==> config.mk <==
export PLATFORM = sky130hd
export DESIGN_NAME = io_write_buffer
export DESIGN_NICKNAME = d
export VERILOG_FILES = /design/src/rtl/io_buffer_pkg.sv /design/src/rtl/io_write_buffer_mem.sv /design/src/rtl/io_write_buffer.sv
export SDC_FILE = /design/constraint.sdc
export NUM_CORES = 1
export LEC_CHECK = 0
export ABC_AREA = 1
export CAP_MARGIN = 25
export CORE_MARGIN = 1
export CORE_UTILIZATION = 62
export DETAILED_ROUTE_END_ITERATION = 12
export GPL_ROUTABILITY_DRIVEN = 0
export MAX_ROUTING_LAYER = met4
export PLACE_DENSITY = 0.85
export REMOVE_ABC_BUFFERS = 1
export SLEW_MARGIN = 20
export SYNTH_ARGS = -nofsm -noshare
export SYNTH_HDL_FRONTEND = slang
export SYNTH_HIERARCHICAL = 1
export SYNTH_SLANG_ARGS = --single-unit
export TNS_END_PERCENT = 20
==> constraint.sdc <==
create_clock -name clock -period 6.65 [get_ports clock]
set_clock_uncertainty 0.15 [all_clocks]
set_input_delay 1.33 -clock clock [delete_from_list [all_inputs] [get_ports clock]]
set_output_delay 1.33 -clock clock [all_outputs]
set_load 0.005 [all_outputs]
==> src/rtl/io_buffer_pkg.sv <==
// Shared bit positions of the io_status word returned on the scalar read I/O port.
package io_buffer_pkg;

    localparam int EMPTY_BIT    = 0;
    localparam int FULL_BIT     = 1;
    localparam int OVERFLOW_BIT = 2;
    localparam int COUNT_LSB    = 3;

endpackage

==> src/rtl/io_write_buffer_mem.sv <==
// Storage array for io_write_buffer: one synchronous write port, one asynchronous read port.
module io_write_buffer_mem #(
    parameter int WORD_WIDTH = 36,
    parameter int DEPTH      = 8,
    parameter int ADDR_WIDTH = 3
) (
    input  logic                  clock,
    input  logic                  we,
    input  logic [ADDR_WIDTH-1:0] waddr,
    input  logic [WORD_WIDTH-1:0] wdata,
    input  logic [ADDR_WIDTH-1:0] raddr,
    output logic [WORD_WIDTH-1:0] rdata
);

    // No reset: contents are only meaningful between the pointers.
    logic [WORD_WIDTH-1:0] mem [DEPTH];

    always_ff @(posedge clock) begin
        if (we) begin
            mem[waddr] <= wdata;
        end
    end

    assign rdata = mem[raddr];

endmodule

==> src/rtl/io_write_buffer.sv <==
// Write FIFO between a scalar write I/O port and a valid/ready consumer, with a status word.
// Optional sticky overflow flag enabled by defining IO_WRITE_BUFFER_OVERFLOW_FLAG_EN.
module io_write_buffer
    import io_buffer_pkg::*;
#(
    parameter int WORD_WIDTH = 36,
    parameter int DEPTH      = 8,
    parameter int ADDR_WIDTH = 3
) (
    input  logic                  clock,
    input  logic                  reset,
    input  logic                  io_wren,
    input  logic [WORD_WIDTH-1:0] io_in,
    input  logic                  io_rden,
    output logic [WORD_WIDTH-1:0] io_status,
    output logic                  out_valid,
    input  logic                  out_ready,
    output logic [WORD_WIDTH-1:0] out_data
);

    localparam logic [ADDR_WIDTH:0] FULL_COUNT = (ADDR_WIDTH + 1)'(DEPTH);

    logic [ADDR_WIDTH-1:0] rd_ptr;
    logic [ADDR_WIDTH-1:0] wr_ptr;
    logic [ADDR_WIDTH:0]   count;
    logic                  overflow;
    logic                  empty;
    logic                  full;
    logic                  pop;
    logic                  push;
    logic                  drop;

    assign empty     = (count == '0);
    assign full      = (count == FULL_COUNT);
    assign out_valid = !empty;

    // Downstream handshake: the head word transfers on a rising edge where out_valid
    // and out_ready are both 1; out_valid never depends on out_ready.
    assign pop  = out_valid && out_ready;
    assign push = io_wren && (!full || pop);
    assign drop = io_wren && full && !pop;

    always_ff @(posedge clock) begin
        if (reset) begin
            rd_ptr <= '0;
            wr_ptr <= '0;
            count  <= '0;
        end else begin
            if (push) begin
                wr_ptr <= wr_ptr + 1'b1;
            end
            if (pop) begin
                rd_ptr <= rd_ptr + 1'b1;
            end
            if (push && !pop) begin
                count <= count + 1'b1;
            end else if (pop && !push) begin
                count <= count - 1'b1;
            end
        end
    end

`ifdef IO_WRITE_BUFFER_OVERFLOW_FLAG_EN
    // A drop in the same cycle as a status read must not be lost, so set beats clear.
    always_ff @(posedge clock) begin
        if (reset) begin
            overflow <= 1'b0;
        end else if (drop) begin
            overflow <= 1'b1;
        end else if (io_rden) begin
            overflow <= 1'b0;
        end
    end
`else
    logic unused_inputs;
    assign unused_inputs = io_rden | drop;
    assign overflow      = 1'b0;
`endif

    // Built only from registered state, so no strobe reaches the status word combinationally.
    always_comb begin
        io_status                          = '0;
        io_status[EMPTY_BIT]               = empty;
        io_status[FULL_BIT]                = full;
        io_status[OVERFLOW_BIT]            = overflow;
        io_status[COUNT_LSB +: ADDR_WIDTH+1] = count;
    end

    io_write_buffer_mem #(
        .WORD_WIDTH (WORD_WIDTH),
        .DEPTH      (DEPTH),
        .ADDR_WIDTH (ADDR_WIDTH)
    ) u_mem (
        .clock (clock),
        .we    (push),
        .waddr (wr_ptr),
        .wdata (io_in),
        .raddr (rd_ptr),
        .rdata (out_data)
    );

endmodule

==> results by stage, run 1 <==
STA:
- The final-report setup violation count is 0.
- The ratio of final minimum period to clock period is between 70% and 80%.
- The worst pin sits at a relative slew slack of 30.98%.
- The number of max-slew violations in the final report was 0.
- The final number of hold-violating endpoints is 0.
- The final period demand of the worst path is 4828 ps.
- Setup repair after global routing left no endpoint under its margin.
- The final setup TNS is 0 ps.
- Static timing analysis puts the maximum clock frequency at 207.1 MHz.
- The worst-margin pin slew is 1033 ps.

Routing:
- The number of nets with antenna violations after routing is 0.
- The detailed-route via count is 9005.
- The routed wire length is around 27 mm.
- After detailed routing, the number of remaining DRC violations is 0.
- The first detailed-routing pass ran for 7 iterations.
- The starting DRC count in detailed routing is 864.
- In the final routed layout, each cell accounts on average for ~16 um.
- Using the TritonRoute via totals, the vias-per-cell ratio works out to between 5 and 6.

Clock network:
- The number of post-CTS setup repair buffers is 0.
- The maximum count of clock buffers along a single path is 3.
- The clock reaches the later pin of the worst-skew pair after about 540 ps.
- TritonCTS built the clock tree.
- The total of hold buffers inserted after clock tree synthesis is 0.
- Clock-pin slew was measured on the worst setup and hold paths at 60 ps.
- CTS placed an instance of clkbuf_16 at the clock tree root.
- The number of clock buffers inserted by TritonCTS is 28.
- The number of clock sinks seen by CTS is around 300.
- The number of gates given a new drive strength after cts is 0.
- The deepest level of the CTS H-tree is 1.

Setup path:
- STA classifies the critical path endpoint as an output pin.
- The slack of the worst reg-to-reg path is about 3800 ps.
- The data required time of the critical path is ~5200 ps.
- The highest cell delay on the worst timing path is 680 ps.
- Of all nets on the critical path, the largest fanout is between 80 and 90.
- The source of the worst register-to-register timing path is count[1]$_SDFFE_PP0P_.
- The master of the slowest instance on the critical path is inv_4.
- The type of origin of the critical path is a flip-flop.
- The critical path in this run is classified as flip-flop to output pin.
- The cell type with the highest occurrence count on the critical path is nand2_1.
- Walking the worst path, the cells encountered are inv_4 -> buf_4 -> nand2_1 -> nand3_1 -> nand2_1 -> nand2_1 -> nand2_1 -> clkdlybuf4s50_1.
- The path depth of the worst reg2reg path is 7.
- The reg-to-reg critical path endpoint is u_mem/mem[7][27]$_DFFE_PP_.
- For the worst setup path, the data arrival time is ~3400 ps.

Place:
- The half-perimeter wire length after detailed placement is 14.04 mm.
- The number of input and output port buffers inserted is 82.
- The number of placed instances, taps included, is about 1700.

Floorplanning:
- After floorplanning, the core was sized to cover 21090 sq um.
- The die area is approximately 22000 sq um.
- The number of top-level design ports is approximately 110.
- After floorplanning, the core was divided into 53 placement rows.
- The starting utilization of the core area is a little under two thirds.
- Measured along the x axis, the die boundary spans 149.1 um.
- The chip height is roughly 150 um.

Synth:
- Counting flops with a built-in enable in the synthesized netlist gives between 200 and 300.
- For this run, asynchronously set or reset flops after synthesis account for 0%.
- The netlist area before placement is ~13000 sq um.
- Counting flops and latches in the post-synthesis netlist gives between 200 and 300.
- The fraction of the yosys area taken by sequential cells is 65.95%.
- The synthesized area per cell is ~9.8 sq um.
- The most frequently used flop master after synthesis is edfxtp_1.
- The Yosys step of the flow raised 6 warnings.
- The number of different library cells used by synthesis comes to 27.
- Counting every instance in the synthesized netlist gives roughly 1400.

Global route:
- The met1 demand-to-capacity share in global routing is between 30% and 40%.
- Global routing used 42.42% of the available met2 tracks.
- The combined global-route utilization of all metal layers is 25.96%.
- The busiest metal layer after global routing is met2.
- The first global-routing pass estimated roughly 42 mm of wire.
- The initial antenna violation count came to 1.
- For this run the aggregate overflow at the end of global routing stands at 0.
- The number of global-route vias before repair is a little under 9000.
- Global routing consumed, on the met3 layer, ~4% of the routing resources.
- Entering global routing, the biggest net connects around 110 pins.

Layout:
- The area growth from synthesis to layout is 13.87%.
- For this run, the post-layout net count is roughly 1500.
- The library cells used most frequently in the layout, excluding fill and tap cells, are nand2_1 (487), inv_1 (304), edfxtp_1 (288).
- The number of non-filler instances in the completed layout is ~1700.
- Leaving out fill and tap cells, the most frequent cell in the layout is nand2_1.
- Cells with a size suffix above 1 make up 5.044% of the layout.

Power and ir drop:
- The total power density per cell area is roughly 340 nW/um^2.
- The leakage power of the design is roughly 7.0 nW.
- The largest vdd supply drop is 0.2097 mV.

Outcome:
- The run finished with clean final reports.

Hold path:
- The worst hold endpoint is wr_ptr[2]$_SDFFE_PP0P_.
- The tightest min-delay check is of the flip-flop to flip-flop type.
- Counting instances, the worst hold path has a depth of 2.
- The worst hold path begins at wr_ptr[2]$_SDFFE_PP0P_.

Run:
- Max-cap violations in this run came to 0.
## worst max-delay path, delay by kind of cell, from the launching register on
family | cells | cell delay [ps]
buffers and inverters | 3 | 1810
flip-flops | 1 | 510
AND/OR/NAND/NOR | 5 | 470
## final cells by class
class | instances | area, sq um
inverters | 309 | 1162
flip-flops and latches | 298 | 8855
diodes | 1 | 2.502
clock buffers | 35 | 748.2
repair buffers | 97 | 958.4
fillers | 1324 | 5811
multi-input cells | 712 | 3058
well taps | 275 | 344.1
clock inverters | 16 | 148.9
## sequential cells by signal (all words and copies together) (netlist names)
register	count
count	4
rd_ptr	3
u_mem/mem	288
wr_ptr	3
## worst max-delay path by stage
stage                            from                    endpoint  slack (ps)  depth (start not counted)
3_3_place_gp                out_ready  u_mem/mem[7][27]$_DFFE_PP_        2440                          8
3_5_place_dp                out_ready  u_mem/mem[7][27]$_DFFE_PP_        2390                          8
4_1_cts        rd_ptr[0]$_SDFFE_PP0P_                out_data[32]        1860                          8
6_report       rd_ptr[0]$_SDFFE_PP0P_                out_data[32]        1820                          8
2_1_floorplan  rd_ptr[0]$_SDFFE_PP0P_                 out_data[0]         760                          6
5_1_grt        rd_ptr[0]$_SDFFE_PP0P_                out_data[32]        1650                          8
## Yosys cell counts, types with 4 or more instances
cell type,n,area [sq um]
buf_2,32,160.2
buf_1,5,18.77
ha_1,5,62.56
nand3_1,150,750.7
nor2_1,18,67.56
clkbuf_1,7,26.28
inv_1,304,1141
buf_4,40,300.3
dfxtp_1,10,200.2
o21ai_0,4,20.02
a21oi_1,7,35.03
nand2_1,487,1828
edfxtp_1,288,8648
## where the power goes
group          total (mW)  switching [mW]  leakage [nW]  internal, mW
clock                1.54           0.632         0.446         0.908
combinational        1.39           0.821          3.83         0.569
sequential           2.22          0.0688          2.70          2.15
## metrics by stage
step                total power, mW  cell area [sq um]  util, %  hold slack [ps]  setup WS, ps
floorplan                     3.039              13010        -            365.5         761.6
global placement              3.569              14340    67.99            385.2          2436
detailed placement            3.620              14360    68.08            409.9          2391
CTS                           5.150              15250    72.34            416.0          1861
global route                  5.398              15280    72.45            455.6          1648
finish                        5.153              15280    72.45            413.2          1822
## logic make-up after synthesis
logic type | share of synthesized area (%)
AOI/OAI and AO/OA | 0.4103
DFF | 65.95
buffers and inverters | 12.52
adders and majority gates | 0.6155
and+or+nand+nor | 20.22
xor gates and xnor gates | 0.2612
other | 0.02795
## routing by layer
metal	wire (um)	vias to the layer above
met3	2433	79
met4	870	0
met1	10450	4131
met5	0	-
li1	-	4352
met2	13580	443
(Power assumes the default switching activity.)
==> run 2: changes to the inputs <==
- CORE_UTILIZATION: 62 -> 52
- PLACE_DENSITY: 0.85 -> 0.76
- clock period: 6.65 -> 4.03 ns (I/O delays scaled with it)
==> run 2 against run 1 <==
Net effect: core utilization decreased by 11 points; count of clock-buffer cells in the layout is 2 higher; cell area increased by 1.1%; sequential power is 64% higher; critical path depth is the same; global-route usage is 3.9 points lower; first-iteration DRC count shrank 28%; register-to-register slack lost 2200 ps; via count fell by 0.30%.
==> results by stage, run 2 (same netlist as run 1, synthesis figures left out) <==
Clock network:
- The number of clock buffers inserted by TritonCTS is 29.
- The maximum count of clock buffers along a single path is 3.
- In this run the number of H-tree levels came out at 1.
- The total of hold buffers inserted after clock tree synthesis is 0.
- After clock tree synthesis, the clock-pin slew on the worst setup and hold paths is approximately 70 ps.
- The cell at the root of the clock tree is clkbuf_16.
- The number of clock sinks seen by CTS is 298.
- The number of setup buffers added after CTS is 0.
- In this run, post-CTS repair resized a total of 0 instances.
- Clock latency on the worst-skew pair, taken at its later pin, is roughly 540 ps.
- TritonCTS built the clock tree.

Routing:
- The detailed-route wire length per cell is 15.37 um.
- The number of nets with antenna violations after routing is 0.
- In the routed design, unresolved DRC markers number 0.
- The starting DRC count in detailed routing is ~620.
- Summing over every cut layer, the via total after detailed routing is about 9000.
- In the routed layout, each cell is associated on average with a via count of roughly 5.0.
- The final layout contains routed wiring with a total length of between 20 and 30 mm.
- The number of search-and-repair iterations in the first detailed-routing pass is 6.

Layout:
- The most frequent standard cell in the layout excluding fill and tap cells is nand2_1.
- Cells fill between 60% and 70% of the core in the end.
- The share of layout cells above drive strength 1 is ~4.8%.
- The number of filler cells placed in the layout is around 2000.
- Leaving out fill and tap cells, the most frequent cells in the layout are nand2_1 (487), inv_1 (304), edfxtp_1 (288).
- The number of nets in the layout is roughly 1500.
- The final design instance area without fill is between 15000 and 20000 sq um.
- The register with the most flip-flops in the layout has ~290 of them.
- In the final layout, the registers with the most flip-flops are u_mem/mem: 288 flops, count: 4 flops.
- The area growth from synthesis to final layout is 15.15%.
- The area of the multi-input gates is 3058 sq um.
- Once layout is complete, the cells apart from fillers number between 1500 and 2000.
- The sequential cells in the finished layout cover a total of around 8900 sq um.
- Counting flops per register, the top entry is u_mem/mem.

Setup path:
- The critical-path maximum fanout is 52.
- In this run the critical register-to-register path is launched from count[1]$_SDFFE_PP0P_.
- STA classifies the critical path startpoint as a flip-flop.
- The slack of the worst reg-to-reg path is approximately 1600 ps.
- In this run the critical register-to-register path is captured at u_mem/mem[3][18]$_DFFE_PP_.
- The data required time of the critical path is slightly above 3000 ps.
- The critical path capture point type is an output pin.
- The kind of critical path is flip-flop to output pin.
- The arrival time at the worst endpoint is 2680 ps.
- Measured in cells, the most critical reg-to-reg path has a length of 7.

STA:
- The final number of hold-violating endpoints is 0.
- Setup repair after global routing left no endpoint under its margin.
- The worst pin sits at a relative slew slack of between 30% and 40%.
- The number of max-slew violations in the final report came to 0.
- Counting I/O delays and the setup requirement, the final critical path takes about 3600 ps.
- After layout, the worst path uses about 90% of the clock period.
- The worst-margin pin slew is roughly 950 ps.
- Setup violations remaining at the end of the flow were counted as 0.
- Based on the critical path, the design can be clocked at up to 275.0 MHz.

Power and ir drop:
- The total power density per cell area is around 550 nW/um^2.
- The largest vdd supply drop is 0.3068 mV.
- Summed over all cells, the static leakage comes to about 7.0 nW.

Global route:
- The maximum number of pins on one net before global-route repair is 148.
- In the global route stage, met3 resource usage came out at between 3 and 4%.
- The met2 layer usage reported by global route is a little under two fifths.
- The wire length of the first global-routing pass is about 44 mm.
- The busiest metal layer after global routing is met2.
- The initial antenna violation count is 1.
- The combined global-route utilization of all metal layers is approximately 22%.
- The residual overflow from global routing is 0.
- The number of global-route vias before repair was about 8700.
- The met1 demand-to-capacity share in global routing is between 20 and 30%.

Floorplanning:
- The floorplan has 58 rows.
- During I/O placement, the number of pins put on the boundary was approximately 110.
- The area of the core is roughly 25000 sq um.
- The die area is between 20000 and 30000 sq um.
- From bottom edge to top edge, the die measures 162.6 um.
- For this configuration, the core starts out at a cell density of between 50 and 60%.
- The horizontal die dimension is 162.6 um.

Hold path:
- The hold path startpoint is wr_ptr[2]$_SDFFE_PP0P_.
- The path with the worst hold slack has its endpoint at wr_ptr[2]$_SDFFE_PP0P_.
- In this run the worst hold path is classified as flip-flop to flip-flop.
- The number of stages on the worst hold path is 2.

Run:
- The total of max-cap violations is 0.

Place:
- The number of placed instances, taps included, is 1750.
- The half-perimeter wire length after detailed placement is roughly 15 mm.
- In this run the cell area measured after placement is ~15000 sq um.
- During placement, the flow inserted port buffers numbering 82.

Outcome:
- The run finished with clean final reports.
-- run 2: cell count changes in the layout (fill, tap and decap cells not counted), sizes merged --
cell and change:
clkinv -3, clkbuf +2, buf +4
-- run 2: report_power, final --
part	switching (mW)	leakage, nW	internal (mW)
clock network	1.06	0.425	1.50
registers	0.0708	2.70	3.56
logic	1.42	3.87	0.972
total	2.55	7.00	6.02
-- run 2: per-stage QoR --
| stage | hold WS (ps) | setup WS, ps | TNS [ps] | power [mW] |
|---|---|---|---|---|
| floorplan | 365.5 | -1334 | -48040 | 5.015 |
| global placement | 385.4 | 725.7 | 0 | 6.015 |
| global route | 447.8 | 244.1 | 0 | 9.030 |
| detailed placement | 408.8 | 691.0 | 0 | 6.077 |
| CTS | 416.9 | 376.9 | 0 | 8.621 |
| finish | 421.3 | 393.6 | 0 | 8.570 |
-- run 2: cell type report --
cell class | instances | area share [%]
diodes | 1 | 0.01620
clock buffers | 37 | 4.891
clock inverters | 13 | 0.8260
inverters | 309 | 7.523
multi-input cells | 712 | 19.79
flip-flops and latches | 298 | 57.31
well taps | 330 | 2.673
repair buffers | 101 | 6.965
-- run 2: per-layer routing --
| layer | routed length [um] | vias to the layer above |
|---|---|---|
| li1 | - | 4352 |
| met1 | 11460 | 4256 |
| met2 | 13830 | 332 |
| met3 | 1994 | 38 |
| met4 | 403 | 0 |
| met5 | 0 | - |
-- run 2: how the worst max path moves through the flow --
stage	depth (start not counted)	slack, ps	to	from
after global placement	8	730	u_mem/mem[3][27]$_DFFE_PP_	out_ready
after global routing	6	240	out_data[10]	rd_ptr[1]$_SDFFE_PP0P_
after detailed placement	8	690	u_mem/mem[2][31]$_DFFE_PP_	out_ready
after floorplan	6	-1330	out_data[0]	rd_ptr[0]$_SDFFE_PP0P_
final	8	390	out_data[20]	rd_ptr[0]$_SDFFE_PP0P_
after CTS	6	380	out_data[30]	rd_ptr[1]$_SDFFE_PP0P_
-- run 2: critical path, stage by stage, from the launching register on --
cell	delay (ps)
dfxtp_4	360
inv_4	440
buf_4	410
nand2_1	110
nand3_1	80
nand2_1	50
nand2_1	50
nand2_1	120
clkdlybuf4s50_1	480
==> run 3: changes to the inputs <==
- RECOVER_POWER: not set -> 50
==> run 3 against run 2 <==
Net effect: critical path depth down 2; maximum frequency down 0.79%; global-route usage unchanged; combinational power about the same; the run now ends with max-capacitance violations left; register-to-register slack worse by 670 ps; worst setup slack worse by 29 ps; highest routed layer unchanged; largest power group unchanged; routed wire length up 0.40%; sequential share of layout area up 0.094 points; first-iteration DRC count up 2.1%; count of clock-buffer cells in the layout unchanged; non-clock buffer count unchanged; critical path type unchanged; die area unchanged.
==> results by stage, run 3 (same netlist as run 1, synthesis figures left out) <==
Power and ir drop:
- The combinational power share is 27.8%.
- The analysis attributes to net switching a power of 2.554 mW.
- Across the VDD grid, the largest voltage drop is 0.3064 mV.
- Summed over all cells, the static leakage comes to 7.001 nW.
- The total power density per cell area is between 500 and 600 nW/um^2.
- The power share of the clock group is between 20 and 30%.
- Registers are responsible for a little over two fifths of the overall power.
- In this run switching power makes up a little under 30% of total power.
- The internal power of the cells totals roughly 6 mW.
- The total chip power is approximately 8.6 mW.

Floorplanning:
- The chip height is 162.6 um.
- Once the floorplan was initialized, standard cells occupied 53.13% of the core.
- The floorplan step defined a die boundary enclosing 26450 sq um.
- The number of top-level design ports is approximately 110.
- The horizontal die dimension is roughly 160 um.
- After floorplanning, the core was divided into 58 placement rows.
- The total area inside the core boundary comes to approximately 25000 sq um.

STA:
- The worst-margin pin slew is around 1500 ps.
- The final number of hold-violating endpoints is 0.
- In the finished design, the share of the clock period the worst path needs comes to approximately nine tenths.
- Summed over all failing endpoints, the final setup total negative slack is 0 ps.
- The number of max-slew violations in the final report is 0.
- Setup repair after global routing left no endpoint under its margin.
- Setup violations remaining at the end of the flow were counted as 0.
- The worst-case hold slack is around 420 ps.
- The highest clock frequency the design can meet is around 270 MHz.
- The worst pin sits at a relative slew slack of 1.073%.
- Subtracting the final worst setup slack from the clock period gives 3665 ps.

Setup path:
- The critical path goes through buf_4 -> nand3_1 -> nand2_1 -> nand2_1 -> nand2_1 -> clkdlybuf4s50_1.
- The critical path capture point type is an output pin.
- The slowest stage of the critical path belongs to the cell buf_4.
- The arrival time at the worst endpoint is about 2700 ps.
- Counting stages on the worst path, the most repeated cell is nand2_1.
- STA puts the critical path data required time at 3070 ps.
- STA classifies the critical path startpoint as a flip-flop.
- The critical path starts at rd_ptr[1]$_SDFFE_PP0P_.
- The highest cell delay on the worst timing path is 770 ps.
- The critical path is of the flip-flop to output pin type.
- Along the worst path, the maximum fanout reaches between 70 and 80.
- The source of the worst register-to-register timing path is count[1]$_SDFFE_PP0P_.

Layout:
- Leaving out fill and tap cells, the most frequent cell in the layout is nand2_1.
- The area growth from synthesis to final layout is 14.95%.
- The final layout contains 1498 nets.
- The largest registers in the layout are u_mem/mem: 288 flops, count: 4 flops.
- The most flop-heavy register is u_mem/mem.
- Cells with a size suffix above 1 make up about 4.4% of the layout.
- The number of filler cells placed in the layout is approximately 2000.
- The register with the most flip-flops in the layout has ~290 of them.
- In the final layout, the multi-input gates occupy slightly above 3000 sq um.
- In the layout the commonest cells are nand2_1 (487), inv_1 (304), edfxtp_1 (288).
- In the final layout, flip-flops and latches occupy 8853 sq um.

Routing:
- In the final routed layout, each cell accounts on average for about 15 um.
- The number of search-and-repair iterations in the first detailed-routing pass is 5.
- In this run the remaining antenna-violating nets after routing total 0.
- The starting DRC count in detailed routing is 636.
- Summing over every cut layer, the via total after detailed routing is 9014.
- After detailed routing, the number of vias per cell comes to between 5 and 6.
- In the routed design, unresolved DRC markers number 0.
- The routed wire length is between 20 and 30 mm.

Clock network:
- Counting along the longest clock path gives a buffer depth of 3.
- The number of setup buffers added after CTS is 0.
- The insertion delay to the later sink of the worst-skew pair is about 540 ps.
- Hold repair after CTS inserted 0 buffers.
- The number of clock buffers inserted by TritonCTS is 29.
- The clock drives slightly below 300 sinks.
- The number of gates given a new drive strength after cts is 0.
- The deepest level of the CTS H-tree is 1.
- After clock tree synthesis, the clock-pin slew on the worst setup and hold paths is 60 ps.
- The cell at the root of the clock tree is clkbuf_16.
- The clock tree from TritonCTS is built.

Global route:
- For this run the aggregate overflow at the end of global routing stands at 0.
- The number of global-route vias before repair is around 8700.
- The initial antenna violation count is 2.
- The maximum number of pins on one net before global-route repair is 148.
- The combined global-route utilization of all metal layers is between 20 and 25%.
- The wire length of the first global-routing pass is between 40 and 50 mm.

Hold path:
- The type of the most critical hold path is flip-flop to flip-flop.
- The hold path startpoint is wr_ptr[2]$_SDFFE_PP0P_.

Outcome:
- The final reports fail on max-capacitance violations.
- The flow ran to the end, but the final reports show violations.

Place:
- The half-perimeter wire length after detailed placement is approximately 15 mm.
- Input and output buffers added on the ports amount to roughly 80.

Run:
- Across the run, the number of max-cap violations was 1.
==> run 3: cell count changes in the layout (fill, tap and decap cells not counted), sizes merged <==
cell           delta
clkdlybuf4s50    -38
dlygate4sd3      +38
diode             +1
==> run 3: path summary, 6_finish.rpt <==
path | end | slack (ps) | depth (start not counted)
worst max-delay path | out_data[10] | 360 | 6
worst max register to register | u_mem/mem[6][9]$_DFFE_PP_ | 890 | 7
worst min-delay path | wr_ptr[2]$_SDFFE_PP0P_ | 420 | 2
worst min register to register | wr_ptr[2]$_SDFFE_PP0P_ | 420 | 2
==> run 3: stage by stage <==
step	worst slack, ps	util, %	cell area [sq um]	std cells
floorplan	-1334	-	13010	1319
global placement	725.7	57.67	14560	1750
detailed placement	691.0	57.67	14560	1750
CTS	376.9	61.17	15450	1800
global route	203.5	61.07	15420	1802
finish	364.7	61.07	15420	1802
==> run 3: layout make-up <==
cell class	count	area share, %
clock buffers	37	4.900
multi-input cells	712	19.64
clock inverters	13	0.8275
flip-flops and latches	298	57.41
well taps	330	2.677
repair buffers	101	6.977
diodes	2	0.03245
inverters	309	7.537
==> run 3: power groups by stage <==
stage / combinational, mW / sequential [mW] / clock, mW
after floorplan: 1.20 / 3.81 / 0
after global placement: 2.34 / 3.68 / 0
after detailed placement: 2.39 / 3.69 / 0
after CTS: 2.40 / 3.62 / 2.59
after global routing: 2.66 / 3.63 / 2.72
final: 2.38 / 3.62 / 2.56
==> run 3: per-layer routing <==
metal,vias to the layer above,wire (um),GRT usage (%)
li1,4352,-,-
met1,4308,11730,27.68
met2,317,13890,37.24
met3,37,1775,3.489
met4,0,396,6.457
met5,-,0,-
==> run 3: worst max-delay path, delay by kind of cell, from the launching register on <==
family,cells,cell delay [ps]
AND/OR/NAND/NOR,4,470
flip-flops,1,370
buffers and inverters,2,1310
